==> src/rtl/ifu_fetch.sv <==
// Instruction fetch unit: reads the current PC, fetches one word over a valid/ready read bus,
// and hands it to decode; a decode accept pulses pc_wen to advance the PC register.
module ifu_fetch #(
    parameter int ADDR_W  = 32,
    parameter int INST_W  = 32,
    parameter int TIMEOUT = 255
) (
    input  logic              clk,
    input  logic              rst,
    input  logic [ADDR_W-1:0] pc,
    output logic              pc_wen,
    output logic              mem_arvalid,
    input  logic              mem_arready,
    output logic [ADDR_W-1:0] mem_araddr,
    input  logic              mem_rvalid,
    output logic              mem_rready,
    input  logic [INST_W-1:0] mem_rdata,
    input  logic [1:0]        mem_rresp,
    output logic              inst_valid,
    input  logic              inst_ready,
    output logic [INST_W-1:0] inst,
    output logic [ADDR_W-1:0] inst_pc,
    output logic              inst_err
);

    // state | meaning
    // IDLE  | one cycle after reset before the first fetch
    // AR    | address phase; a misaligned pc skips the bus and faults
    // R     | waiting for read data, bounded by TIMEOUT
    // HOLD  | instruction presented to decode until accepted
    typedef enum logic [1:0] {IDLE, AR, R, HOLD} state_t;

    localparam int CNT_W = $clog2(TIMEOUT + 1);

    state_t             state;
    logic [CNT_W-1:0]   cnt;

    always_ff @(posedge clk) begin
        if (rst) begin
            state    <= IDLE;
            cnt      <= '0;
            inst     <= '0;
            inst_pc  <= '0;
            inst_err <= 1'b0;
        end else begin
            case (state)
                IDLE: state <= AR;
                AR: begin
                    if (pc[1:0] != 2'b00) begin
                        inst_pc  <= pc;
                        inst     <= '0;
                        inst_err <= 1'b1;
                        state    <= HOLD;
                    end else if (mem_arready) begin
                        inst_pc <= pc;
                        state   <= R;
                    end
                end
                R: begin
                    if (mem_rvalid) begin
                        inst     <= (mem_rresp == 2'b00) ? mem_rdata : '0;
                        inst_err <= (mem_rresp != 2'b00);
                        cnt      <= '0;
                        state    <= HOLD;
                    end else if (cnt == CNT_W'(TIMEOUT - 1)) begin
                        // a late response after this point is not supported
                        inst     <= '0;
                        inst_err <= 1'b1;
                        cnt      <= '0;
                        state    <= HOLD;
                    end else begin
                        cnt <= cnt + 1'b1;
                    end
                end
                HOLD: if (inst_ready) state <= AR;
                default: state <= IDLE;
            endcase
        end
    end

    // Address phase decodes from the live pc so the PC advanced by pc_wen is used directly.
    assign mem_arvalid = (state == AR) && (pc[1:0] == 2'b00);
    assign mem_araddr  = mem_arvalid ? pc : '0;
    assign mem_rready  = (state == R);
    assign inst_valid  = (state == HOLD);
    assign pc_wen      = inst_valid && inst_ready;

endmodule

==> config.mk <==
export PLATFORM = sky130hd
export DESIGN_NAME = ifu_fetch
export DESIGN_NICKNAME = d
export VERILOG_FILES = /design/src/rtl/ifu_fetch.sv
export SDC_FILE = /design/constraint.sdc
export NUM_CORES = 1
export LEC_CHECK = 0
export BUFFER_PORTS_ARGS = -buffer_cell sky130_fd_sc_hd__buf_2
export CAP_MARGIN = 10
export CORE_UTILIZATION = 45
export CTS_BUF_LIST = sky130_fd_sc_hd__clkbuf_8 sky130_fd_sc_hd__clkbuf_16
export DETAILED_ROUTE_END_ITERATION = 8
export GPL_ROUTABILITY_DRIVEN = 0
export HOLD_SLACK_MARGIN = 0.1
export PLACE_DENSITY = 0.8
export SETUP_SLACK_MARGIN = 0.4
export SYNTH_ARGS = -nofsm -noshare
export SYNTH_HDL_FRONTEND = slang
export SYNTH_SLANG_ARGS = --single-unit
==> constraint.sdc <==
create_clock -name clk -period 2.12 [get_ports clk]
set_clock_uncertainty 0.05 [all_clocks]
set_input_delay 0.106 -clock clk [delete_from_list [all_inputs] [get_ports clk]]
set_output_delay 0.106 -clock clk [all_outputs]
set_load 0.01 [all_outputs]
Word-level counts from Yosys, hierarchy flattened:

Cells that the tools add are included.

* register bits after elaboration: 75
* bits in latches: 0
* RAM bits: 0
* bits in read-only memories: 0
* bits of input ports: 71
* output and inout bits: 101
* word-level logic and storage cells: 46
* memories kept: 0

* $add $sub $neg: 1
* $mul: 0
* divide/modulo/power cells: 0
* $lt $le $gt $ge: 0
* equal/unequal tests: 8
* shift operators: 0
* multiplexer cells: 20
* bitwise operators: 0
* reduce and logical (&&, ||, !) cells: 12

Operator list (count)
* $mux W32: 7
* $pmux W32 S2: 1
* $mux W8: 2
* $mux W2: 5
* $add A8 B1 Y8 const B: 1
* $eq A8 B8 Y1 const B: 1
* $pmux W2 S4: 1
* $reduce_bool A2 Y1: 4
* $logic_not A2 Y1: 3
* $reduce_and A3 Y1: 2
* $eq A2 B2 Y1 const B: 2
* $mux W1: 3
* $ne A3 B2 Y1 const B: 1
* $ne A3 B3 Y1 const B: 1
* $eq A2 B1 Y1 const B: 1
* $logic_and A1 B1 Y1: 2
* $ne A2 B1 Y1 const B: 1
* $ne A2 B2 Y1 const B: 1
* $pmux W1 S2: 1
* $reduce_and A2 Y1: 1

Logic depth before layout (Yosys ltp):

Gate-level depths: netlist (run 1).

* depth after elaboration: 4
* mapped depth: 8
* gate-level depth less buffers: 6

Worst setup path after synthesis (run 1):

No wires, ideal clock.

* path type: register to register
* start point: register state[0]
* end point: register cnt[7]
* setup time: 0.074 ns
* data arrival time: 1.525 ns
* required time: 1.996 ns
* setup slack: 0.470 ns
* stages on the path, launching flop included: 7
* path buffers: 0
* clock period less this slack: 1.650 ns
* cell sequence: dfxtp_1 inv_1 ha_1 nand2b_1 a41o_2 or3_1 a31oi_1

* longest elaborated chain between the ends: 1

Ends and longest elaborated chain
* from (decl): line 35 `state_t state;`
* from (signal assigned): line 40 `state <= IDLE;`
* from (signal assigned): line 47 `IDLE: state <= AR;`
* from (signal assigned): line 53 `state <= HOLD;`
* $eq A2 B2 Y1
* net mem_rready: line 16 `output logic mem_rready,`
* to (signal assigned): line 72 `cnt <= cnt + 1'b1;`
* to (decl): line 36 `logic [CNT_W-1:0] cnt;`

The timed path passes the listed nets, and every way through them passes these cells.
A chain may end at the register's enable or synchronous reset.

Final worst setup path (run 1):

* start point: register state[0]
* end point: register inst[10]

* longest elaborated chain between the ends: 3
* elaborated cells on any way between the ends: 7
* those cells by class: 4 x eq/ne; 1 x mux; 2 x reduce/logical

Ends and longest elaborated chain
* $eq A2 B2 Y1 or $eq A2 B1 Y1 (tied branches): line 46 `case (state)`
* $ne A3 B2 Y1 (no line), or another cell as far along
* $reduce_and A3 Y1 (no line)
* to (signal assigned): line 61 `inst <= (mem_rresp == 2'b00) ? mem_rdata : '0;`
* to (decl): line 21 `output logic [INST_W-1:0] inst,`

Several ways; a longest one is shown, not always the timed one.

==> results of run 1 <==
==> Yosys cell counts (all sizes together), types with 4 or more instances <==
cell and instances:
nand2 69, nor3 4, inv 4, nor2 4
and2 31, a21oi 37, dfxtp 75, nand2b 34
nand3 7, or3 4, ha 5, clkbuf 20
nand4 33, o21ai 32, buf 12, a31oi 5
==> worst paths after layout <==
kind                            slack (ns)    startpoint         end  depth (start not counted)
worst max-delay path                  0.37      state[0]    inst[10]                          9
worst min-delay path                  0.15  mem_rresp[0]    inst_err                          3
worst max register to register        0.37      state[0]    inst[10]                          9
worst min register to register        0.41    inst_pc[9]  inst_pc[9]                          2
==> power by group through the flow <==
stage          logic, W  clock network (W)  registers [W]
4_1_cts         0.00208            0.00102        0.00169
2_1_floorplan   0.00115                  0        0.00178
5_1_grt         0.00283            0.00108        0.00173
3_5_place_dp    0.00182                  0        0.00172
6_report        0.00267            0.00100        0.00171
3_3_place_gp    0.00180                  0        0.00171
==> cells by family after synthesis <==
family | count (synthesis) | synth area share (%)
simple gates | 195 | 32.2
compound gates | 83 | 14.3
flops | 75 | 45.6
buf+inv | 36 | 5.62
fa+ha+maj | 5 | 1.90
mux | 1 | 0.304
other cells | 1 | 0.114
==> critical path, cell delays in order (launching register included) <==
cell and delay (ns):
dfxtp_4 0.36, inv_1 0.10, ha_4 0.16, buf_6 0.11, nand2_2 0.07, nor4_4 0.26
buf_4 0.19, buf_6 0.13, nand4_1 0.11, o21ai_1 0.13
==> layer usage <==
metal	vias up	global-route usage, %	share of wire, %
met4	0	15.4	3.8
li1	1844	-	-
met3	57	9.24	8.6
met2	266	52.8	51
met5	-	0	0
met1	1858	34.8	36
==> through the flow <==
stage | setup WS [ns] | hold slack [ns] | cells | util, % | power, W
global placement | 0.332 | 0.280 | 640 | 60.6 | 0.00351
global route | 0.216 | 0.159 | 738 | 79.3 | 0.00564
CTS | 0.359 | 0.131 | 731 | 75.1 | 0.00480
floorplan | 0.470 | 0.192 | 397 | - | 0.00293
finish | 0.366 | 0.147 | 739 | 79.3 | 0.00538
detailed placement | 0.214 | 0.294 | 640 | 60.6 | 0.00354
==> layout make-up <==
cell class | instances | area [µm²] | area share, %
inverter | 4 | 15.0 | 0.273
multi-input combinational | 286 | 1720 | 31.2
clock inverter | 3 | 13.8 | 0.250
sequential | 75 | 1510 | 27.4
tap | 96 | 120 | 2.18
antenna | 2 | 5.00 | 0.0908
timing repair buffer | 261 | 1960 | 35.6
clock buffer | 12 | 165 | 3.00
==> flip-flops by register name, summed over array words and instances (netlist names) <==
name	count
inst	32
inst_err	1
cnt	8
state	2
inst_pc	32
==> what timing repair did <==
| action | 4_1_cts | 5_1_grt |
|---|---|---|
| hold endpoints to repair | 64 | 0 |
| setup endpoints to repair | 59 | 61 |
| gates cloned | 2 | 5 |
| hold buffers | 64 | 0 |
| pin swaps | 0 | 19 |
| gates resized for setup | 13 | 63 |
| buffers inserted | 10 | 1 |
==> flow_summary.yaml, run 1 <==
outcome:
  outcome: "completed"
critical_path:
  cp-end-kind: "flip-flop"
  cp-start-kind: "flip-flop"
  worstPathMaxFanout: 6
  crit_arrival_ns: 1.96
  path_class: "reg -> reg"
  cp.required_ns: 2.32
power_and_ir_drop:
  comb_power_share_pct: 49.6
  power_frac_seq_pct: 31.7
  p_switching_w: 0.00207
  p_leak_nw: 2.47
  peakVddDrop_mv: 0.619
  pwr_density_cell_mw_per_mm2: 977
  swShare_pct: 38.4
  clockPowerShare_pct: 18.7
  intPower_w: 0.00331
run:
  maxCapViolations: 0
sta:
  fin_crit_ns: 1.75
  tightest_slew_ns: 0.614
  period_share_pct: 82.7
  final_hold_viol_count: 0
  drv_slew: 0
  fmax_ghz: 0.570
  rsz0062_at_grt: "yes"
  finalSetupViolations: 0
  setup_tns_ns: 0
  slew_headroom_pct: 59.0
logic_synthesis:
  ys_warn_count: 0
  synth_cell_types: 37
  synth.area.top_cells: "dfxtp_1 46%, nand2_1 7.9%, nand2b_1 6.5%"
  synth_top_area_share_pct: 45.6
  ys_async_sr_fraction_pct: 0
  synth.yosys.seq_area_share_pct: 45.6
  syn_area_per_cell_um2: 8.32
  synth_ff_type: "dfxtp_1"
  synth_area_mm2: 0.00330
  synth-edff-count: 0
  synth-seq-cells: 75
  postSynthCellCount: 396
  synth_top_area_cell: "dfxtp_1"
finish:
  fin_nets: 713
  layout_commonest_cell: "buf_2"
  layout_common_cells: "153 x buf_2, 71 x dfxtp_1, 68 x nand2_1"
  drive_gt1_share_pct: 38.4
  nFillCells: 413
  design_area_mm2: 0.00551
  area_growth_pct: 67.2
grt:
  overflow: 0
  grt_pass1_wl_mm: 18.2
  grt_pass1_vias: 3728
  antenna_found_initial: 2
  grtUsageTotal_pct: 30.7
  grt_max_degree: 46
routing:
  finalWirelength_mm: 12.8
  ant_nets: 0
  drc: 0
  vias: 4025
  viasPerCell: 5.45
  drt_iter0_drc: 181
  dr.pass1.iters: 5
  routedWlPerCell_um: 17.3
placed_design:
  dpl_cell_area_mm2: 0.00421
  dp_hpwl_mm: 6.63
  port-buffer-count: 169
floorplan:
  io_pins: 172
  die-height_um: 87.6
  row_count: 30
  start_util_pct: 47.5
  core_mm2: 0.00694
  die_w_um: 87.6
  die_area_mm2: 0.00767
hold_path:
  worstHoldPathType: "in -> reg"
cts:
  h-tree-depth: 3
  cts_tree: "yes"
  clock-root-buffer: "clkbuf_8"
  clkTransAtPathRegs_ns: 0.07
  cts-buffers-inserted: 9
  clock_sinks: 75
  clk_path_buf_depth: 2
  clk_latency_ns: 0.33
Note: power is estimated with default switching activity, not from simulation.
==> run 2, diff against run 1 <==
Clock period 2.12 ns to 1.71 ns, I/O delays scaled along.
==> run 2 against run 1 <==
Compared with the run above:
- the run now ends with negative setup slack left
- sequential power grew 31%
- clock power grew 58%
- combinational power grew 100%
- routed wire length grew 49%
- cell count grew 5.5%
- via count grew 20%
- final area grew 20%
- first-iteration DRC count grew 130%
- non-clock buffer count grew 41
- worst setup slack lost 0.58 ns
- count of clock-buffer cells in the layout shrank 2
- worst hold slack lost 0.033 ns
- critical endpoint is now mem_araddr[8]
- largest power group unchanged
- highest routed layer unchanged
==> flow_summary.yaml, run 2 (synthesized netlist as in run 1, its figures left out) <==
power_and_ir_drop:
  p_leak_nw: 2.95
  clockPowerShare_pct: 17.0
  pwr_density_cell_mw_per_mm2: 1400
  peakVddDrop_mv: 0.835
  power_frac_seq_pct: 24.1
  p_switching_w: 0.00378
  comb_power_share_pct: 58.9
  intPower_w: 0.00549
  power_w: 0.00927
  swShare_pct: 40.7
cts:
  clk_latency_ns: 0.36
  clkTransAtPathRegs_ns: 0.08
  h-tree-depth: 3
  clock-root-buffer: "clkbuf_8"
  clk_path_buf_depth: 2
  cts-buffers-inserted: 9
  clock_sinks: 75
  cts_tree: "yes"
sta:
  tightest_slew_ns: 0.579
  drv_slew: 0
  holdWs_ns: 0.114
  setup_ws_ns: -0.211
  period_share_pct: 112
  rsz0062_at_grt: "yes"
  final_hold_viol_count: 0
  finalSetupViolations: 74
  fin_crit_ns: 1.92
  fmax_ghz: 0.520
  slew_headroom_pct: 61.4
finish:
  layout_common_cells: "141 x buf_2, 71 x dfxtp_1, 64 x dlygate4sd3_1"
  nFillCells: 171
  multi_input_area_mm2: 0.00221
  n_antenna_cell: 0
  layout_commonest_cell: "buf_2"
  seq_area_mm2: 0.00151
  area_growth_pct: 101
  drive_gt1_share_pct: 55.6
  final_cells: 780
  largest_registers: "inst x32, inst_pc x32, cnt x8"
  design_area_mm2: 0.00661
  fin_nets: 755
critical_path:
  crit_start: "state[1]"
  worstPathMaxFanout: 4
  critical_path.max_stage_delay_ns: 0.36
  slowest_stage: "dfxtp_4"
  cp-end-kind: "primary output"
  cp-start-kind: "flip-flop"
  crit_path_cell_trace: "inv_4, ha_4, nor3b_4, buf_4, buf_6, and2_1, buf_2"
  path_class: "reg -> out"
  r2r-start: "state[1]"
  crit_arrival_ns: 1.79
  cp.required_ns: 1.57
placed_design:
  dp_hpwl_mm: 6.50
  post-place-cells: 649
  dpl_cell_area_mm2: 0.00439
  port-buffer-count: 169
routing:
  dr.pass1.iters: 5
  ant_nets: 0
  routedWlPerCell_um: 24.4
  finalWirelength_mm: 19.0
  drt_iter0_drc: 415
  viasPerCell: 6.19
  vias: 4828
  drc: 0
grt:
  antenna_found_initial: 0
  grtUsageTotal_pct: 37.5
  overflow: 0
  grt_pass1_vias: 4392
  grt_max_degree: 45
  grt_pass1_wl_mm: 21.7
floorplan:
  io_pins: 172
  core_mm2: 0.00694
  row_count: 30
  die_w_um: 87.6
  start_util_pct: 47.5
  die_area_mm2: 0.00767
  die-height_um: 87.6
outcome:
  violations: "negative setup slack"
  outcome: "complete, but fails checks"
hold_path:
  worstHoldPathType: "in -> reg"
  worstHoldStart: "mem_rresp[1]"
run:
  maxCapViolations: 0
[run 2: cell count changes in the layout (fill, tap and decap cells not counted), sizes merged]
cell    before  now
nor2b        2    3
bufinv       0    2
diode        2    0
inv          5    6
buf        194  236
clkbuf      15   12
[run 2: metal layers]
metal | GRT usage, % | vias to the layer above | wire length [µm]
li1 | - | 1944 | -
met1 | 38.4 | 2264 | 6240
met2 | 65.4 | 459 | 9090
met3 | 12.5 | 161 | 2050
met4 | 24.7 | 0 | 1650
met5 | 0 | - | 0
[run 2: worst paths after layout]
check,endpoint,slack [ns],depth (start not counted)
max,mem_araddr[8],-0.21,7
min,inst_err,0.11,3
max reg2reg,inst_pc[0],-0.20,10
min reg2reg,inst[21],0.42,2
[run 2: repair_timing]
action / in CTS / in global routing
setup endpoints to repair: 107 / 109
hold endpoints to repair: 64 / 1
buffers inserted: 25 / 16
pin swaps: 48 / 76
cloned: 7 / 3
resized for setup: 104 / 113
hold buffers: 63 / 1
[run 2: cell type report]
| type | count | share of cell area [%] |
|---|---|---|
| sequential | 75 | 22.8 |
| timing repair buffer | 302 | 38.4 |
| clock buffer | 10 | 2.08 |
| inverter | 4 | 0.265 |
| multi-input combinational | 287 | 33.4 |
| tap | 96 | 1.82 |
| clock inverter | 6 | 1.23 |
[run 2: critical path: cells and delay by family, from the launching register on]
kind,cells,cell delay [ns]
and+or+nand+nor,2,0.46
buffers and inverters,4,0.47
adders and majority gates,1,0.13
DFF,1,0.36
[run 2: metrics by stage]
step	util, %	setup TNS (ns)	setup WS (ns)
finish	95.2	-7.69	-0.211
CTS	86.0	-0.736	-0.0484
floorplan	-	0	0.232
detailed placement	63.2	-2.68	-0.148
global placement	63.2	-1.32	-0.0518
global route	95.2	-9.95	-0.273
[run 2: power by group through the flow]
stage | logic, W | registers [W] | clock network (W)
final | 0.00546 | 0.00224 | 0.00158
after global routing | 0.00563 | 0.00225 | 0.00161
after CTS | 0.00361 | 0.00210 | 0.00152
after detailed placement | 0.00242 | 0.00213 | 0
after global placement | 0.00236 | 0.00212 | 0
after floorplan | 0.00162 | 0.00224 | 0
==> run 3, diff against run 2 <==
Settings changed: ABC_AREA set to 1, CORE_UTILIZATION 45 to 28, PLACE_DENSITY 0.8 to not set.
==> run 3 against run 2 <==
Compared with the run above:
- the flow finishes with violations (negative hold slack, negative setup slack)
- power grew 40%
- synthesized area increased by 5.2%
- register-to-register slack better by 0.15 ns
- worst hold slack worse by 0.12 ns
- cell count grew 23%
- critical path type unchanged
- critical endpoint is now mem_araddr[2]
- largest cell class unchanged
- largest power group unchanged
- highest routed layer unchanged
==> flow_summary.yaml, run 3 <==
logic_synthesis:
  synth_top_area_share_pct: 43.3
  synth.yosys.seq_area_share_pct: 43.3
  synth.area.top_cells: "dfxtp_1 43%, a21oi_1 11%, nand2_1 10%"
  synthSimpleGateAreaFrac_pct: 26.1
  synth_cell_types: 28
  synth_top_family_by_area: "simple AND/OR/NAND/NOR gates"
  synth-edff-count: 0
  synthMuxAreaShare_pct: 0
  netlist_top_cells_count: "93 x nand2_1, 75 x dfxtp_1, 74 x a21oi_1"
  synth-seq-cells: 75
  postSynthCellCount: 496
  syn_area_per_cell_um2: 6.99
  synth_ff_type: "dfxtp_1"
  ys_warn_count: 0
  synth_area_mm2: 0.00347
  synth_compound_area_share_pct: 16.8
  synthAdderAreaFrac_pct: 1.80
  synth.most_common_cell: "nand2_1"
  synth_top_area_cell: "dfxtp_1"
  synthXorXnorAreaFrac_pct: 0
  ys_async_sr_fraction_pct: 0
critical_path:
  crit_path_cell_trace: "inv_2, ha_4, inv_4, nor3_4, clkinv_2, buf_6, buf_12, nor2_4, buf_6"
  path_class: "reg -> out"
  critical_path.max_stage_delay_ns: 0.32
  cp.required_ns: 1.57
  crit_top_cell: "buf_6"
  crit_family: "buffers and inverters"
  crit_arrival_ns: 1.68
  critPathBufInv: 6
  cp-start-kind: "flip-flop"
  worstPathMaxFanout: 8
  cp-end-kind: "primary output"
  slowest_stage: "dfxtp_2"
sta:
  finalSetupViolations: 44
  fin_crit_ns: 1.81
  fmax_ghz: 0.552
  period_share_pct: 106
  holdWs_ns: -0.00232
  drv_slew: 0
  final_hold_viol_count: 1
  rsz0062_at_grt: "yes"
  setup_ws_ns: -0.102
power_and_ir_drop:
  swShare_pct: 40.4
  p_switching_w: 0.00526
  intPower_w: 0.00775
  pwr_density_cell_mw_per_mm2: 1650
  peakVddDrop_mv: 0.703
  clockPowerShare_pct: 13.3
  comb_power_share_pct: 64.0
  power_frac_seq_pct: 22.7
  p_leak_nw: 3.74
routing:
  routedWlPerCell_um: 17.2
  drt_iter0_drc: 280
  ant_nets: 0
  finalWirelength_mm: 16.5
  dr.pass1.iters: 4
  viasPerCell: 4.84
  vias: 4641
  drc: 0
grt:
  grt_pass1_vias: 4636
  grt_pass1_wl_mm: 22.6
  grtUsageTotal_pct: 22.9
  antenna_found_initial: 0
  overflow: 0
  grt_max_degree: 67
floorplan:
  die-height_um: 113
  row_count: 40
  die_w_um: 113
  die_area_mm2: 0.0128
  core_mm2: 0.0121
  start_util_pct: 28.7
  io_pins: 172
finish:
  layout_common_cells: "139 x buf_2, 73 x dfxtp_1, 64 x dlygate4sd3_1"
  fin_nets: 863
  design_area_mm2: 0.00789
  drive_gt1_share_pct: 60.3
  nFillCells: 864
  seq_area_mm2: 0.00151
  n_antenna_cell: 0
  area_growth_pct: 127
  multi_input_area_mm2: 0.00269
  layout_commonest_cell: "buf_2"
  largest_registers: "inst x32, inst_pc x32, cnt x8"
placed_design:
  place_ws_ns: 0.0373
  dpl_cell_area_mm2: 0.00470
  port-buffer-count: 169
  dp_hpwl_mm: 6.85
outcome:
  violations: "negative hold slack, negative setup slack"
  outcome: "complete, but fails checks"
cts:
  clk_path_buf_depth: 2
  clock_sinks: 75
  cts_hold_buf: 64
  cts_tree: "yes"
  h-tree-depth: 3
  cts-buffers-inserted: 9
  clkTransAtPathRegs_ns: 0.06
  clock-root-buffer: "clkbuf_16"
  clk_latency_ns: 0.33
hold_path:
  worstHoldPathType: "in -> reg"
run:
  maxCapViolations: 0
[run 3: changes by cell type in the layout (fill, tap and decap cells not counted), sizes merged, moves of 5 or more]
| cell | change |
|---|---|
| nor2 | +68 |
| inv | +49 |
| a21oi | +39 |
| nand3 | +35 |
| nand2b | -34 |
| nand4 | -32 |
| and2 | -31 |
| nand2 | +28 |
| buf | +6 |
| a31oi | -5 |
[run 3: stage by stage]
step | utilization (%) | TNS [ns] | hold slack, ns | instances | total power [W]
after floorplan | - | 0 | 0.153 | 497 | 0.00592
after global placement | 38.9 | 0 | 0.268 | 815 | 0.00697
after detailed placement | 38.9 | 0 | 0.275 | 815 | 0.00710
after CTS | 58.1 | -1.59 | -0.0162 | 939 | 0.0112
after global routing | 65.4 | -5.90 | 0.000203 | 959 | 0.0137
final | 65.4 | -2.19 | -0.00232 | 959 | 0.0130
[run 3: final cells by class]
class / count / share of cell area (%)
clock inverters: 5 / 0.286
repair buffers: 312 / 38.1
multi-input cells: 335 / 34.1
flip-flops and latches: 75 / 19.1
clock buffers: 10 / 3.03
well taps: 168 / 2.66
inverters: 54 / 2.71
[run 3: power by group through the flow]
stage / Sequential (W) / Clock, W / Combinational (W)
after detailed placement: 0.00285 / 0 / 0.00425
after CTS: 0.00285 / 0.00175 / 0.00656
after global placement: 0.00283 / 0 / 0.00414
after global routing: 0.00300 / 0.00184 / 0.00885
final: 0.00295 / 0.00173 / 0.00832
after floorplan: 0.00311 / 0 / 0.00281
[run 3: worst reg2reg max path: cells and delay by family (launching register included)]
family	cells	cell delay (ns)
simple gates	3	0.32
fa+ha+maj	1	0.14
buf+inv	6	0.62
flops	1	0.35
compound gates	1	0.16
[run 3: routing by layer]
metal  part of all wire, %  wire length [µm]  track usage [%]
met1                    38              6320             24.4
met2                    51              8420             40.5
met3                   7.0              1150             5.41
met4                   3.7               612             15.2
met5                     0                 0                0
[run 3: path summary, 6_finish.rpt]
| kind | cells past startpoint | endpoint | start | slack, ns |
|---|---|---|---|---|
| max | 9 | mem_araddr[2] | state[1] | -0.10 |
| min | 3 | inst_pc[0] | pc[0] | -0.002 |
| max reg2reg | 11 | inst[29] | state[0] | -0.05 |
| min reg2reg | 2 | inst_pc[0] | inst_pc[0] | 0.42 |
[run 3: kinds of logic (layout without fill, tap and decap cells)]
logic type	Yosys count	after routing
flops	75	75
simple gates	214	215
fa+ha+maj	5	5
other cells	1	2
compound gates	113	113
buf+inv	88	381
[run 3: timing repair]
action | CTS | global route
gates resized for setup | 205 | 141
endpoints found under the setup margin | 103 | 109
hold endpoints to repair | 72 | 1
gates cloned | 15 | 8
pin swaps | 62 | 54
buffers inserted | 30 | 12
